`src/rtl/mm_reg_bus_bridge.sv`:
```
// Bridges single-cycle CPU load/store requests onto split read/write Wishbone strobes.
// Handles byte-lane select, write-data replication, load extension and an ack timeout.
module mm_reg_bus_bridge #(
    parameter int ADDR_BITS      = 5,
    parameter int TIMEOUT_CYCLES = 15
) (
    input  logic                 clk,
    input  logic                 reset_n,
    input  logic                 sync_reset,
    input  logic                 mem_re,
    input  logic                 mem_we,
    input  logic [ADDR_BITS+1:0] mem_addr,
    input  logic [1:0]           mem_width,
    input  logic                 mem_sign_ext,
    input  logic [31:0]          mem_wdata,
    output logic                 mem_ready,
    output logic                 mem_err,
    output logic [31:0]          mem_rdata,
    output logic                 WB_RD_STB_O,
    output logic [ADDR_BITS-1:0] WB_RD_ADR_O,
    input  logic [31:0]          WB_RD_DAT_I,
    input  logic                 WB_RD_ACK_I,
    output logic                 WB_WR_STB_O,
    output logic                 WB_WR_WE_O,
    output logic [3:0]           WB_WR_SEL_O,
    output logic [ADDR_BITS-1:0] WB_WR_ADR_O,
    output logic [31:0]          WB_WR_DAT_O,
    input  logic                 WB_WR_ACK_I,
    output logic [1:0]           dbg_state
);

    // Handshake: mem_re/mem_we are one-cycle pulses honoured only in IDLE, and each accepted
    // request ends with exactly one mem_ready pulse. Bus STB is a one-cycle pulse; ADR/SEL/DAT
    // stay stable until the matching ACK, which is only looked at while waiting.

    localparam logic [7:0] TMO_LIMIT = 8'(TIMEOUT_CYCLES);

    typedef enum logic [1:0] {
        IDLE    = 2'd0,
        RD_WAIT = 2'd1,
        WR_WAIT = 2'd2,
        RESP    = 2'd3
    } state_t;

    state_t state, state_nxt;

    logic [7:0]           tmo_cnt, tmo_cnt_nxt;
    logic [1:0]           lane_q, width_q;
    logic                 sign_q;
    logic                 req, legal, accept_rd, accept_wr;
    logic [3:0]           sel_req;
    logic [31:0]          wdat_req;
    logic                 rd_stb_nxt, wr_stb_nxt, ready_nxt, err_nxt;
    logic [ADDR_BITS-1:0] rd_adr_nxt, wr_adr_nxt;
    logic [3:0]           sel_nxt;
    logic [31:0]          wdat_nxt, rdata_nxt;

    function automatic logic [31:0] extend_load(input logic [31:0] raw, input logic [1:0] lane,
                                                input logic [1:0] width, input logic sign);
        logic [31:0] shifted;
        shifted = raw >> {lane, 3'b000};
        case (width)
            2'd0:    extend_load = {{24{sign & shifted[7]}}, shifted[7:0]};
            2'd1:    extend_load = {{16{sign & shifted[15]}}, shifted[15:0]};
            default: extend_load = shifted;
        endcase
    endfunction

    always_comb begin
        req   = mem_re | mem_we;
        legal = (mem_re ^ mem_we) && (mem_width != 2'd3)
                && !(mem_width == 2'd1 && mem_addr[0])
                && !(mem_width == 2'd2 && mem_addr[1:0] != 2'b00);
        accept_rd = (state == IDLE) && !sync_reset && legal && mem_re;
        accept_wr = (state == IDLE) && !sync_reset && legal && mem_we;
        case (mem_width)
            2'd0: begin
                sel_req  = 4'b0001 << mem_addr[1:0];
                wdat_req = {4{mem_wdata[7:0]}};
            end
            2'd1: begin
                sel_req  = 4'b0011 << mem_addr[1:0];
                wdat_req = {2{mem_wdata[15:0]}};
            end
            default: begin
                sel_req  = 4'b1111;
                wdat_req = mem_wdata;
            end
        endcase
    end

    always_ff @(posedge clk or negedge reset_n) begin
        if (!reset_n) begin
            state <= IDLE;
        end else begin
            state <= state_nxt;
        end
    end

    always_comb begin
        state_nxt = state;
        if (sync_reset) begin
            state_nxt = IDLE;
        end else begin
            case (state)
                IDLE: begin
                    if (req) begin
                        if (!legal)      state_nxt = RESP;
                        else if (mem_re) state_nxt = RD_WAIT;
                        else             state_nxt = WR_WAIT;
                    end
                end
                RD_WAIT: if (WB_RD_ACK_I || tmo_cnt == TMO_LIMIT) state_nxt = RESP;
                WR_WAIT: if (WB_WR_ACK_I || tmo_cnt == TMO_LIMIT) state_nxt = RESP;
                default: state_nxt = IDLE;
            endcase
        end
    end

    // Next values for the registered outputs; a stay in a wait state keeps the address phase.
    always_comb begin
        rd_stb_nxt = accept_rd;
        wr_stb_nxt = accept_wr;
        rd_adr_nxt = '0;
        wr_adr_nxt = '0;
        sel_nxt    = '0;
        wdat_nxt   = '0;
        if (accept_rd) begin
            rd_adr_nxt = mem_addr[ADDR_BITS+1:2];
        end else if (state == RD_WAIT && state_nxt == RD_WAIT) begin
            rd_adr_nxt = WB_RD_ADR_O;
        end
        if (accept_wr) begin
            wr_adr_nxt = mem_addr[ADDR_BITS+1:2];
            sel_nxt    = sel_req;
            wdat_nxt   = wdat_req;
        end else if (state == WR_WAIT && state_nxt == WR_WAIT) begin
            wr_adr_nxt = WB_WR_ADR_O;
            sel_nxt    = WB_WR_SEL_O;
            wdat_nxt   = WB_WR_DAT_O;
        end
        ready_nxt = (state_nxt == RESP);
        err_nxt   = ready_nxt && !((state == RD_WAIT && WB_RD_ACK_I)
                                || (state == WR_WAIT && WB_WR_ACK_I));
        rdata_nxt = '0;
        if (state == RD_WAIT && state_nxt == RESP && WB_RD_ACK_I) begin
            rdata_nxt = extend_load(WB_RD_DAT_I, lane_q, width_q, sign_q);
        end
        tmo_cnt_nxt = '0;
        if ((state == RD_WAIT || state == WR_WAIT) && state_nxt == state) begin
            tmo_cnt_nxt = tmo_cnt + 8'd1;
        end
    end

    always_ff @(posedge clk or negedge reset_n) begin
        if (!reset_n) begin
            tmo_cnt     <= '0;
            lane_q      <= '0;
            width_q     <= '0;
            sign_q      <= 1'b0;
            mem_ready   <= 1'b0;
            mem_err     <= 1'b0;
            mem_rdata   <= '0;
            WB_RD_STB_O <= 1'b0;
            WB_RD_ADR_O <= '0;
            WB_WR_STB_O <= 1'b0;
            WB_WR_WE_O  <= 1'b0;
            WB_WR_SEL_O <= '0;
            WB_WR_ADR_O <= '0;
            WB_WR_DAT_O <= '0;
        end else begin
            tmo_cnt <= tmo_cnt_nxt;
            if (accept_rd) begin
                lane_q  <= mem_addr[1:0];
                width_q <= mem_width;
                sign_q  <= mem_sign_ext;
            end
            mem_ready   <= ready_nxt;
            mem_err     <= err_nxt;
            mem_rdata   <= rdata_nxt;
            WB_RD_STB_O <= rd_stb_nxt;
            WB_RD_ADR_O <= rd_adr_nxt;
            WB_WR_STB_O <= wr_stb_nxt;
            WB_WR_WE_O  <= wr_stb_nxt;
            WB_WR_SEL_O <= sel_nxt;
            WB_WR_ADR_O <= wr_adr_nxt;
            WB_WR_DAT_O <= wdat_nxt;
        end
    end

    assign dbg_state = state;

endmodule

```
`config.mk`:
```
export PLATFORM = sky130hd
export DESIGN_NAME = mm_reg_bus_bridge
export DESIGN_NICKNAME = d
export VERILOG_FILES = /design/src/rtl/mm_reg_bus_bridge.sv
export SDC_FILE = /design/constraint.sdc
export NUM_CORES = 1
export LEC_CHECK = 0
export BUFFER_PORTS_ARGS = -buffer_cell sky130_fd_sc_hd__buf_4
export CAP_MARGIN = 25
export CORE_ASPECT_RATIO = 1.5
export CORE_MARGIN = 3
export CORE_UTILIZATION = 54
export DETAILED_ROUTE_END_ITERATION = 6
export GPL_ROUTABILITY_DRIVEN = 0
export HOLD_SLACK_MARGIN = 0.03
export PLACE_DENSITY = 0.84
export SETUP_SLACK_MARGIN = 0.5
export SLEW_MARGIN = 30
export SYNTH_ARGS = -nofsm -noshare
export SYNTH_HDL_FRONTEND = slang
export SYNTH_SLANG_ARGS = --single-unit
export TNS_END_PERCENT = 30
```
`constraint.sdc`:
```
create_clock -name clk -period 4.4 [get_ports clk]
set_clock_uncertainty 0.1 [all_clocks]
set_input_delay 0.88 -clock clk [delete_from_list [all_inputs] [get_ports clk]]
set_output_delay 0.88 -clock clk [all_outputs]
set_load 0.01 [all_outputs]
```
# Word level (Yosys, flattened, before mapping)
# Cells that the tools add are included.
word_totals:
  rom_bits: 0
  latchBits: 0
  reg_bits: 97
  elab_cells: 84
  ramBits: 0
  memories: 0
classes:
  multipliers: 0
  shifts: 3
  reduce_logical: 29
  n_div: 0
  n_eq_ne: 13
  n_lt_le_gt_ge: 0
  muxes: 20
  add_sub_neg: 1
  n_bitwise: 4
op_table:
  columns: ["operator", "count"]
  rows:
  - ["32-bit one-hot mux with 2 select lines", 2]
  - ["32-bit 2-to-1 mux", 3]
  - ["32-bit by 5-bit >> shifter with 32-bit output", 1]
  - ["5-bit 2-to-1 mux", 4]
  - ["1-bit logical AND", 17]
  - ["2-bit 2-to-1 mux", 6]
  - ["8-bit by 1-bit adder with 8-bit output (second input constant)", 1]
  - ["2-bit by 1-bit == test with 1-bit output (second input constant)", 4]
  - ["2-bit == test (second input constant)", 4]
  - ["8-bit by 4-bit == test with 1-bit output (second input constant)", 1]
  - ["4-bit 2-to-1 mux", 2]
  - ["8-bit 2-to-1 mux", 1]
  - ["4-bit one-hot mux with 2 select lines", 1]
  - ["2-bit zero test", 3]
  - ["2-bit inequality test (second input constant)", 3]
  - ["2-bit one-hot mux with 3 select lines", 1]
  - ["1-bit zero test", 4]
  - ["1-bit logical OR", 4]
  - ["1-bit by 2-bit left shift with 4-bit output (first input constant)", 1]
  - ["2-bit by 2-bit left shift with 4-bit output (first input constant)", 1]
  - ["1-bit AND", 2]
  - ["2-bit == test", 1]
  - ["2-bit nonzero test", 1]
  - ["1-bit bitwise OR", 1]
  - ["1-bit XOR", 1]

# Longest topological paths before layout
# Gate-level depths: netlist of the first run.
logic_depth:
  ltp_word: 13
  mapped_depth: 10
  ltp_nobuf: 8

# Least setup slack after synthesis of the first run
# No wires, ideal clock.
synth_path:
  path_type: "input -> register"
  from: "in mem_re"
  to: "reg WB_WR_DAT_O[24]"
  arrival_ns: 2.361
  setup_slack_ns: 1.856
  cell_stages: 10
  n_path_buf: 2
  t_required_ns: 4.217
  cell_sequence: "inv_1 ha_1 nand4b_1 or3_1 buf_4 inv_4 a2111oi_4 buf_6 nand2_1 o21ai_0"
synth_via:
  elab_chain_cells: 11
  elab_cells_between_ends: 16
  classes_between: "2 x eq/ne; 6 x mux; 2 x bitwise; 6 x reduce/logical"
synth_rtl:
  columns: ["item", "line", "text"]
  rows:
  - ["from (decl)", "10", "input logic mem_re,"]
  - ["1-bit XOR", "71", "legal = (mem_re ^ mem_we) && (mem_width != 2'd3)"]
  - ["1-bit logical AND", "71", null]
  - ["1-bit logical AND", "72", "&& !(mem_width == 2'd1 && mem_addr[0])"]
  - ["1-bit logical AND", "73", "&& !(mem_width == 2'd2 && mem_addr[1:0] != 2'b00);"]
  - ["2-bit 2-to-1 mux", "108", "if (!legal) state_nxt = RESP;"]
  - ["2-bit 2-to-1 mux", "107", "if (req) begin"]
  - ["2-bit one-hot mux with 3 select lines", "105", "case (state)"]
  - ["2-bit 2-to-1 mux", "102", "if (sync_reset) begin"]
  - ["2-bit == test", "137", "end else if (state == WR_WAIT && state_nxt == WR_WAIT) begin"]
  - ["1-bit logical AND", "137", null]
  - ["2-bit inequality test (no line)", null, null]
  - ["to (signal assigned)", "187", "WB_WR_DAT_O <= wdat_nxt;"]
  - ["to (decl)", "27", "output logic [31:0] WB_WR_DAT_O,"]
# Several ways; a longest one is shown, not always the timed one.
# A chain may end at the register's enable or synchronous reset.

# Worst setup path in the final report of the first run
layout_path:
  from: "in mem_re"
  to: "reg WB_WR_DAT_O[26]"
# Same word-level chain as after synthesis.

==> results of run 1 <==
## final cells by class
class	count	area (um2)	area share
clock inverters	2	12.5	0.00202
inverters	6	25.0	0.00404
multi-input cells	323	2050	0.330
clock buffers	13	270	0.0436
repair buffers	171	1280	0.207
flip-flops and latches	97	2430	0.392
well taps	107	134	0.0216
## placed cells by master, fill, tap and decap left out, drive strengths merged, types with 2 or more instances in the layout
| cell | Yosys | routed |
|---|---|---|
| xnor2 | 4 | 4 |
| mux2 | 4 | 4 |
| xor2 | 3 | 3 |
| o22ai | 2 | 2 |
| mux2i | 39 | 39 |
| nand2 | 75 | 75 |
| and3 | 3 | 3 |
| and4 | 4 | 4 |
| or2 | 5 | 5 |
| clkbuf | 15 | 13 |
| nor3 | 7 | 7 |
| a22o | 18 | 18 |
| a211oi | 14 | 14 |
| nand2b | 3 | 3 |
| nand4 | 3 | 3 |
| dfrtp | 97 | 97 |
| buf | 16 | 171 |
| ha | 6 | 6 |
| a21oi | 27 | 27 |
| o21a | 10 | 10 |
| inv | 6 | 6 |
| o21ai | 36 | 36 |
| nor2 | 24 | 24 |
| nor2b | 14 | 14 |
| nand3 | 6 | 6 |
## worst max-delay path, delay by kind of cell
kind,cells,cell delay [ns]
compound gates,2,0.48
buf+inv,4,0.67
simple gates,3,0.87
fa+ha+maj,1,0.34
## per-layer routing
layer | global-route usage | part of all wire | vias up
met1 | 0.302 | 0.35 | 1950
met5 | 0 | 0 | -
met2 | 0.472 | 0.54 | 188
met4 | 0.140 | 0.035 | 0
met3 | 0.0473 | 0.075 | 30
li1 | - | - | 1909
## flip-flops by register name, indices dropped and copies added (netlist names), 2 cells and up
signal / count
WB_WR_DAT_O: 32
mem_rdata: 32
tmo_cnt: 8
WB_RD_ADR_O: 5
WB_WR_ADR_O: 5
WB_WR_SEL_O: 4
dbg_state: 2
lane_q: 2
width_q: 2
## path summary, 6_finish.rpt
check,to,cells past startpoint,startpoint,slack [ns]
min reg2reg,tmo_cnt[0],1,tmo_cnt[0],0.37
max,WB_WR_DAT_O[26],10,mem_re,1.31
max in group asynchronous,mem_rdata[25],2,reset_n,2.94
min in group asynchronous,mem_rdata[16],1,reset_n,0.48
max reg2reg,WB_WR_DAT_O[26],9,dbg_state[0],1.39
min,tmo_cnt[0],1,tmo_cnt[0],0.37
## synth_stat cells (2+ instances only)
| master | instances | share of area |
|---|---|---|
| dfrtp_1 | 97 | 0.52 |
| nand2_1 | 75 | 0.060 |
| mux2i_1 | 39 | 0.083 |
| a21oi_1 | 27 | 0.029 |
| nor2_1 | 24 | 0.019 |
| o21ai_0 | 23 | 0.025 |
| a22o_1 | 18 | 0.034 |
| clkbuf_1 | 15 | 0.012 |
| a211oi_1 | 14 | 0.022 |
| nor2b_1 | 14 | 0.019 |
| o21ai_1 | 13 | 0.014 |
| o21a_1 | 10 | 0.016 |
| buf_6 | 7 | 0.017 |
| nor3_1 | 7 | 0.0075 |
| ha_1 | 6 | 0.016 |
| nand3_1 | 6 | 0.0064 |
| buf_2 | 5 | 0.0053 |
| inv_1 | 5 | 0.0040 |
| and4_1 | 4 | 0.0075 |
| mux2_2 | 4 | 0.0096 |
| or2_2 | 4 | 0.0053 |
| xnor2_1 | 4 | 0.0075 |
| and3_1 | 3 | 0.0040 |
| nand2b_1 | 3 | 0.0040 |
| nand4_1 | 3 | 0.0040 |
| xor2_1 | 3 | 0.0056 |
| buf_1 | 2 | 0.0016 |
| buf_4 | 2 | 0.0032 |
| o22ai_1 | 2 | 0.0027 |
## power by group
group          total, mW  switching, mW  leakage, nW  internal [mW]
clock              0.734          0.309        0.138          0.426
combinational      0.904          0.533         1.67          0.371
sequential          1.04         0.0739         1.34          0.966
## cells by family (layout without fill, tap and decap cells)
logic type,after synthesis,after routing
simple gates,150,150
compound gates,116,116
flops,97,97
mux,44,44
buf+inv,37,192
xor+xnor,7,7
fa+ha+maj,6,6
==> run_results.csv, run 1 <==
group,metric,value,unit
outcome,outcome,"complete, no violations",
critical_path,start_kind,"input port",
detailed_routing,route.detailed.drc,0,
sta,finalMaxSlewViolations,0,
sta,period_share,0.703,
die,core,8410,um2
yosys,synth_mux_area_frac,0.0978,
placement,portBuffers,165,
die,io_pins,166,
sta,rsz0062_at_grt,"false",
power,ir_worst_vdd,332,uV
layout,fin_area,6200,um2
layout,instances_no_fill,719,
clocking,clk_pin_slew,0.06,ns
yosys,netlist-cell-type-count,47,
placement,hpwlAfterDp,9800,um
worst_hold_path,hold_class,"flip-flop to flip-flop",
clocking,clk_latency,0.33,ns
die,dieWidth,82.0,um
clocking,postCtsResizedCells,0,
yosys,syn-cell-area,4680,um2
sta,hold_viol,0,
sta,hold_slack,0.369,ns
layout,fin_nets,695,
layout,fillers,638,
critical_path,end_kind,"flip-flop",
detailed_routing,first_pass_iters,5,
sta,period_needed,3.09,ns
critical_path,cp.arrival,3.24,ns
detailed_routing,vias_per_cell,5.67,
clocking,cts.sinks,97,
yosys,synth_async_sr_flop_share,1.00,
global_route,grt_pass1_wl,20200,um
critical_path,cp_slowest_stage_delay,0.67,ns
critical_path,crit_fanout,25,
yosys,synth_compound_area_frac,0.163,
die,initial_core_util,0.557,
clocking,cts_setup_buffers,0,
yosys,seq_area_frac_synth,0.518,
critical_path,cpMaxStageDelayCell,"or3_1",
yosys,synth_xor_area_frac,0.0131,
critical_path,critPathRequiredTime,4.55,ns
die,dieHeight,120,um
clocking,htree_num_levels,3,
die,die_area,9850,um2
yosys,synthFlopType,"dfrtp_1",
yosys,synthSimpleGateAreaFrac,0.148,
yosys,synth_seq_cells,97,
power,p_leak,3.15,nW
sta,fin_tns_setup,0,ns
yosys,syn_avg_cell_area,10.2,um2
global_route,grt-ovfl-total,0,
critical_path,crit_chain,"buf_4 -> inv_1 -> ha_1 -> nand4b_1 -> or3_1 -> inv_4 -> a2111oi_4 -> buf_4 -> nand2_1 -> o21ai_0",
yosys,synth_fa_ha_area_frac,0.0160,
detailed_routing,drtIter0Drc,170,
sta,slew_headroom,0.340,
sta,worst_slew_pin_slew,0.987,ns
placement,dpl.cell_count,704,
detailed_routing,ant_nets,0,
layout,area_delta_synth_final,32.4,%
yosys,synth_fp_nets,544,
detailed_routing,wl,12900,um
layout,drive_gt1_frac,0.320,
power,power_density,432,nW/um2
global_route,grt_pass1_vias,4126,
placement,placement.cell_area,5920,um2
placement,post-place-ws,0.986,ns
power,power.total,2.68,mW
die,std_cell_rows,41,
clocking,hold_buffers,0,
yosys,syn_inst,457,
yosys,synth_top_family_by_area,"compound AO/OA/AOI/OAI gates",
run,drv_cap,0,
critical_path,crit_type,"input port to flip-flop",
layout,n_antenna_cell,0,
detailed_routing,wire_per_inst,17.9,um
layout,finish.utilization,0.737,
sta,setup_viol,0,
clocking,cts_buffer_depth,2,
sta,setup_ws,1.31,ns
clocking,cts_tree,"built",
sta,fmax,323,MHz
detailed_routing,vias,4077,
clocking,cts-buffers-inserted,9,
global_route,grt_max_degree,54,
yosys,synth_edf_count,0,
clocking,root_buffer,"clkbuf_16",
global_route,antenna_found_initial,0,
global_route,grt_usage,0.269,
yosys,yosysWarnings,0,
critical_path,cp_common_cell,"buf_4",
(Power assumes the default switching activity.)
==> inputs of run 2 (changes only) <==
CORE_UTILIZATION = 45   (was 54)
PLACE_DENSITY = 0.74   (was 0.84)
clock period = 2.8 ns   (was 4.4 ns; I/O delays follow)
==> run_results.csv, run 2 (synthesized netlist as in run 1, its figures left out) <==
group,metric,value,unit
outcome,outcome,"complete, no violations",
sta,fin_tns_setup,0,ns
clocking,clk_latency,0.33,ns
detailed_routing,first_pass_iters,5,
critical_path,crit_chain,"buf_4 -> ha_2 -> and4_1 -> a211o_1 -> a32o_1 -> xnor2_1 -> buf_4 -> nor3_1",
critical_path,start_kind,"flip-flop",
sta,rsz0062_at_grt,"true",
sta,setup_ws,0.533,ns
layout,area_delta_synth_final,36.8,%
sta,slew_headroom,0.569,
sta,hold_viol,0,
detailed_routing,vias,4058,
die,core,10100,um2
global_route,grt_max_degree,43,
power,p_leak,3.24,nW
clocking,clk_pin_slew,0.07,ns
global_route,antenna_found_initial,0,
placement,placement.cell_area,5980,um2
placement,post-place-ws,0.329,ns
critical_path,cpMaxStageDelayCell,"dfrtp_2",
critical_path,crit_fanout,8,
detailed_routing,wire_per_inst,17.9,um
global_route,grt_pass1_wl,19800,um
global_route,grt_usage,0.219,
die,initial_core_util,0.462,
global_route,grt_pass1_vias,3997,
layout,fin_area,6400,um2
critical_path,cp.arrival,2.40,ns
critical_path,cp_slowest_stage_delay,0.45,ns
critical_path,end_kind,"flip-flop",
die,io_pins,166,
critical_path,critPathTopFamily,"compound AO/OA/AOI/OAI gates",
critical_path,crit_type,"flip-flop to flip-flop",
die,dieHeight,131,um
sta,period_needed,2.27,ns
critical_path,cp_num_buf_inv,2,
sta,setup_viol,0,
detailed_routing,route.detailed.drc,0,
layout,n_antenna_cell,0,
detailed_routing,ant_nets,0,
die,die_area,11700,um2
worst_hold_path,hold_class,"input port to asynchronous set/reset pin",
power,power.total,4.31,mW
detailed_routing,vias_per_cell,5.45,
placement,portBuffers,165,
detailed_routing,drtIter0Drc,174,
layout,fin_nets,710,
run,drv_cap,0,
layout,final_common_cell,"buf_4",
clocking,root_buffer,"clkbuf_16",
clocking,cts_buffer_depth,2,
layout,largestRegisters,"WB_WR_DAT_O (32), mem_rdata (32), tmo_cnt (8)",
sta,fmax,441,MHz
sta,period_share,0.810,
critical_path,cp_common_cell,"buf_4",
layout,drive_gt1_frac,0.357,
clocking,htree_num_levels,3,
critical_path,critPathRequiredTime,2.94,ns
power,power_density,674,nW/um2
clocking,cts.sinks,97,
power,ir_worst_vdd,436,uV
clocking,hold_buffers,0,
sta,hold_slack,0.0432,ns
detailed_routing,wl,13300,um
layout,mostFrequentLayoutCells,"180 x buf_4, 95 x dfrtp_1, 75 x nand2_1",
sta,finalMaxSlewViolations,0,
placement,hpwlAfterDp,9950,um
clocking,cts-buffers-inserted,9,
die,dieWidth,89.3,um
global_route,grt-ovfl-total,0,
clocking,cts_tree,"built",
layout,fillers,900,
die,std_cell_rows,45,
sta,worst_slew_pin_slew,0.646,ns
run 2: cell count changes in the layout (fill, tap and decap cells not counted), sizes merged:
cell | before | now
clkbuf | 13 | 10
clkinv | 1 | 4
inv | 6 | 7
buf | 171 | 185
run 2: through the flow:
stage,instances,utilization
3_3_place_gp,719,0.590
5_1_grt,744,0.632
6_report,744,0.632
4_1_cts,734,0.618
3_5_place_dp,719,0.590
2_1_floorplan,457,-
run 2: timing repair:
action	in CTS	in global routing
setup endpoints to repair	49	71
setup buffers	0	7
pin swaps	0	4
gates resized for setup	5	21
gates cloned	0	3
run 2: cell type report:
class | instances | area, um2 | share of cell area
Multi-Input combinational cell | 323 | 2080 | 0.325
Clock inverter | 6 | 43.8 | 0.00684
Sequential cell | 97 | 2430 | 0.379
Clock buffer | 9 | 225 | 0.0352
Timing Repair Buffer | 186 | 1450 | 0.226
Tap cell | 117 | 146 | 0.0229
Inverter | 6 | 27.5 | 0.00430
run 2: power by group:
part	switching, mW	internal, mW
Clock	0.518	0.602
Combinational	0.864	0.684
Sequential	0.125	1.52
run 2: routing by layer:
metal,vias up,GRT usage,routed length (um),share of wire
li1,1942,-,-,-
met1,1931,0.249,4890,0.37
met2,155,0.403,7300,0.55
met3,30,0.0408,801,0.060
met4,0,0.0719,340,0.025
met5,-,0,0,0
run 2: final timing paths:
check	start	end	slack (ns)	depth (start not counted)
setup reg to reg	dbg_state[0]	tmo_cnt[7]	0.53	8
hold / removal	reset_n	WB_WR_DAT_O[14]	0.04	1
min in group clk	mem_sign_ext	sign_q	0.33	3
max in group asynchronous	reset_n	mem_rdata[2]	1.87	2
hold reg to reg	tmo_cnt[0]	tmo_cnt[0]	0.37	1
setup / recovery	dbg_state[0]	tmo_cnt[7]	0.53	8
==> inputs of run 3 (changes only) <==
ABC_AREA = 1   (was unset)
clock period = 2 ns   (was 2.8 ns; I/O delays follow)
==> run_results.csv, run 3 <==
group,metric,value,unit
layout,instances_no_fill,883,
layout,multi_input_area,2400,um2
run,drv_cap,0,
yosys,synth_async_sr_flop_share,1.00,
sta,worst_slew_pin_slew,0.422,ns
detailed_routing,first_pass_iters,5,
die,dieWidth,89.4,um
yosys,syn_avg_cell_area,8.38,um2
placement,portBuffers,165,
die,die_area,11700,um2
clocking,cts_buffer_depth,2,
global_route,grt-ovfl-total,0,
die,initial_core_util,0.463,
power,sequentialPowerShare,0.265,
global_route,grt_pass1_wl,22800,um
power,power.total,8.50,mW
detailed_routing,wl_met1,5320,um
critical_path,end_kind,"flip-flop",
yosys,yosysMostFrequentCell,"nand2_1",
yosys,synth.area.top_cells,"dfrtp_1 52%, nand2_1 12%, o21ai_0 6.8%, nand3_1 6.2%, nor2_1 3.4%",
placement,hpwlAfterDp,10300,um
power,combPwrFrac,0.516,
global_route,grt_max_degree,42,
clocking,cts-buffers-inserted,9,
critical_path,cpMaxStageDelayCell,"dfrtp_2",
critical_path,cp.arrival,2.10,ns
power,p_leak,3.75,nW
yosys,synthTopCellsByCount,"144 x nand2_1, 97 x dfrtp_1, 64 x o21ai_0, 58 x nand3_1, 42 x nor2_1",
outcome,outcome,"complete, no violations",
critical_path,cp_num_buf_inv,3,
placement,dpl.cell_count,834,
yosys,synth_fp_nets,647,
worst_hold_path,hold_class,"input port to flip-flop",
power,switching_power,3.35,mW
power,ir_worst_vdd,661,uV
detailed_routing,wire_per_inst,17.3,um
critical_path,crit_chain,"inv_4 -> ha_4 -> inv_4 -> a21oi_2 -> nand2_1 -> nand3_2 -> nand2_4 -> nor2_8 -> buf_12 -> nand3_4 -> nor2_1",
layout,n_antenna_cell,0,
detailed_routing,top_layer_used,"met4",
clocking,clk_pin_slew,0.07,ns
yosys,netlist-cell-type-count,29,
layout,fillers,736,
critical_path,cp_common_cell,"inv_4",
power,clock_power_share,0.219,
yosys,synthFlopType,"dfrtp_1",
die,core,10100,um2
layout,drive_gt1_frac,0.432,
yosys,syn_inst,560,
clocking,htree_num_levels,3,
critical_path,critPathRequiredTime,2.17,ns
yosys,synth_edf_count,0,
yosys,syn-cell-area,4690,um2
sta,fmax,517,MHz
sta,rsz0062_at_grt,"true",
yosys,synth.largest_area_cell,"dfrtp_1",
layout,area_delta_synth_final,56.1,%
detailed_routing,route.detailed.drc,0,
detailed_routing,drtIter0Drc,229,
global_route,grt_usage,0.254,
sta,hold_viol,0,
detailed_routing,vias_per_cell,5.45,
yosys,yosysTopAreaCellShare,0.517,
power,p_int,5.15,mW
detailed_routing,vias,4809,
yosys,synthSimpleGateAreaFrac,0.255,
die,io_pins,166,
yosys,yosysWarnings,0,
clocking,cts_tree,"built",
layout,regArea,2430,um2
sta,slew_headroom,0.716,
layout,final_common_cell,"buf_4",
global_route,grt_pass1_vias,4740,
clocking,root_buffer,"clkbuf_16",
sta,fin_tns_setup,0,ns
critical_path,crit_type,"flip-flop to flip-flop",
clocking,clk_latency,0.34,ns
detailed_routing,wl,15300,um
sta,setup_viol,0,
detailed_routing,wl_met3,1070,um
critical_path,cp_slowest_stage_delay,0.45,ns
clocking,cts.sinks,97,
detailed_routing,wl_met2,8140,um
power,power_density,1160,nW/um2
power,p_sw_frac,0.394,
die,dieHeight,131,um
sta,period_share,0.967,
global_route,antenna_found_initial,0,
critical_path,critPathTopFamily,"simple AND/OR/NAND/NOR gates",
yosys,synth_seq_cells,97,
yosys,synth_compound_area_frac,0.136,
yosys,seq_area_frac_synth,0.517,
yosys,synth_mux_area_frac,0,
critical_path,start_kind,"flip-flop",
yosys,synth_top_family_by_area,"simple AND/OR/NAND/NOR gates",
layout,largestRegisters,"WB_WR_DAT_O (32), mem_rdata (32), tmo_cnt (8)",
yosys,synth_fa_ha_area_frac,0.0160,
yosys,synth_xor_area_frac,0.0112,
sta,period_needed,1.93,ns
critical_path,crit_fanout,5,
layout,finish.utilization,0.723,
layout,mostFrequentLayoutCells,"195 x buf_4, 140 x nand2_1, 95 x dfrtp_1",
detailed_routing,ant_nets,0,
die,std_cell_rows,45,
layout,fin_nets,848,
sta,finalMaxSlewViolations,0,
run 3: final cells by class:
| class | count | area share |
|---|---|---|
| well taps | 117 | 0.0200 |
| multi-input cells | 396 | 0.328 |
| inverters | 42 | 0.0271 |
| clock buffers | 10 | 0.0312 |
| repair buffers | 215 | 0.250 |
| clock inverters | 6 | 0.0123 |
| flip-flops and latches | 97 | 0.332 |
run 3: cells by family after synthesis:
logic type	after synthesis
xor gates and xnor gates	6
adders and majority gates	6
DFF	97
AOI/OAI and AO/OA	114
and+or+nand+nor	266
buffers and inverters	71
run 3: power groups by stage:
| stage | registers [mW] | clock network (mW) | logic, mW |
|---|---|---|---|
| floorplan | 2.28 | 0 | 1.87 |
| detailed placement | 2.29 | 0 | 2.73 |
| finish | 2.25 | 1.86 | 4.38 |
| global placement | 2.28 | 0 | 2.68 |
| global route | 2.27 | 1.95 | 4.67 |
| CTS | 2.25 | 1.87 | 3.92 |
run 3: final timing paths:
path / from / to / slack [ns] / cells after the start
min in group asynchronous: reset_n / tmo_cnt[1] / 0.44 / 2
min: mem_sign_ext / sign_q / 0.16 / 3
max: dbg_state[1] / mem_rdata[21] / 0.07 / 11
max reg2reg: dbg_state[1] / mem_rdata[21] / 0.07 / 11
min reg2reg: WB_WR_ADR_O[0] / WB_WR_ADR_O[0] / 0.41 / 2
max in group asynchronous: reset_n / mem_rdata[16] / 0.82 / 3
run 3: per-stage QoR:
step | hold slack (ns) | setup slack (ns) | instance area, um2
2_1_floorplan | 0.00441 | 0.329 | 4870
3_3_place_gp | 0.258 | 0.00823 | 6280
3_5_place_dp | 0.268 | -0.0543 | 6280
4_1_cts | 0.156 | 0.163 | 7100
5_1_grt | 0.172 | -0.0294 | 7330
6_report | 0.160 | 0.0666 | 7330
run 3: routing by layer:
| metal | GRT usage | vias up |
|---|---|---|
| met4 | 0.151 | 0 |
| met2 | 0.441 | 210 |
| li1 | - | 2265 |
| met3 | 0.0619 | 43 |
| met5 | 0 | - |
| met1 | 0.274 | 2291 |
run 3: timing repair:
item                       4_1_cts  5_1_grt
pin swaps                       11       11
cloned                           7        1
hold endpoints to repair        27        0
hold buffers                     1        0
setup endpoints to repair       96       97
gates resized for setup         57       30
setup buffers                   17        7
run 3: worst reg2reg max path, delay by kind of cell, from the launching register on:
kind	cells	cell delay, ns
compound gates	1	0.13
fa+ha+maj	1	0.14
buf+inv	3	0.29
flops	1	0.45
simple gates	6	0.74
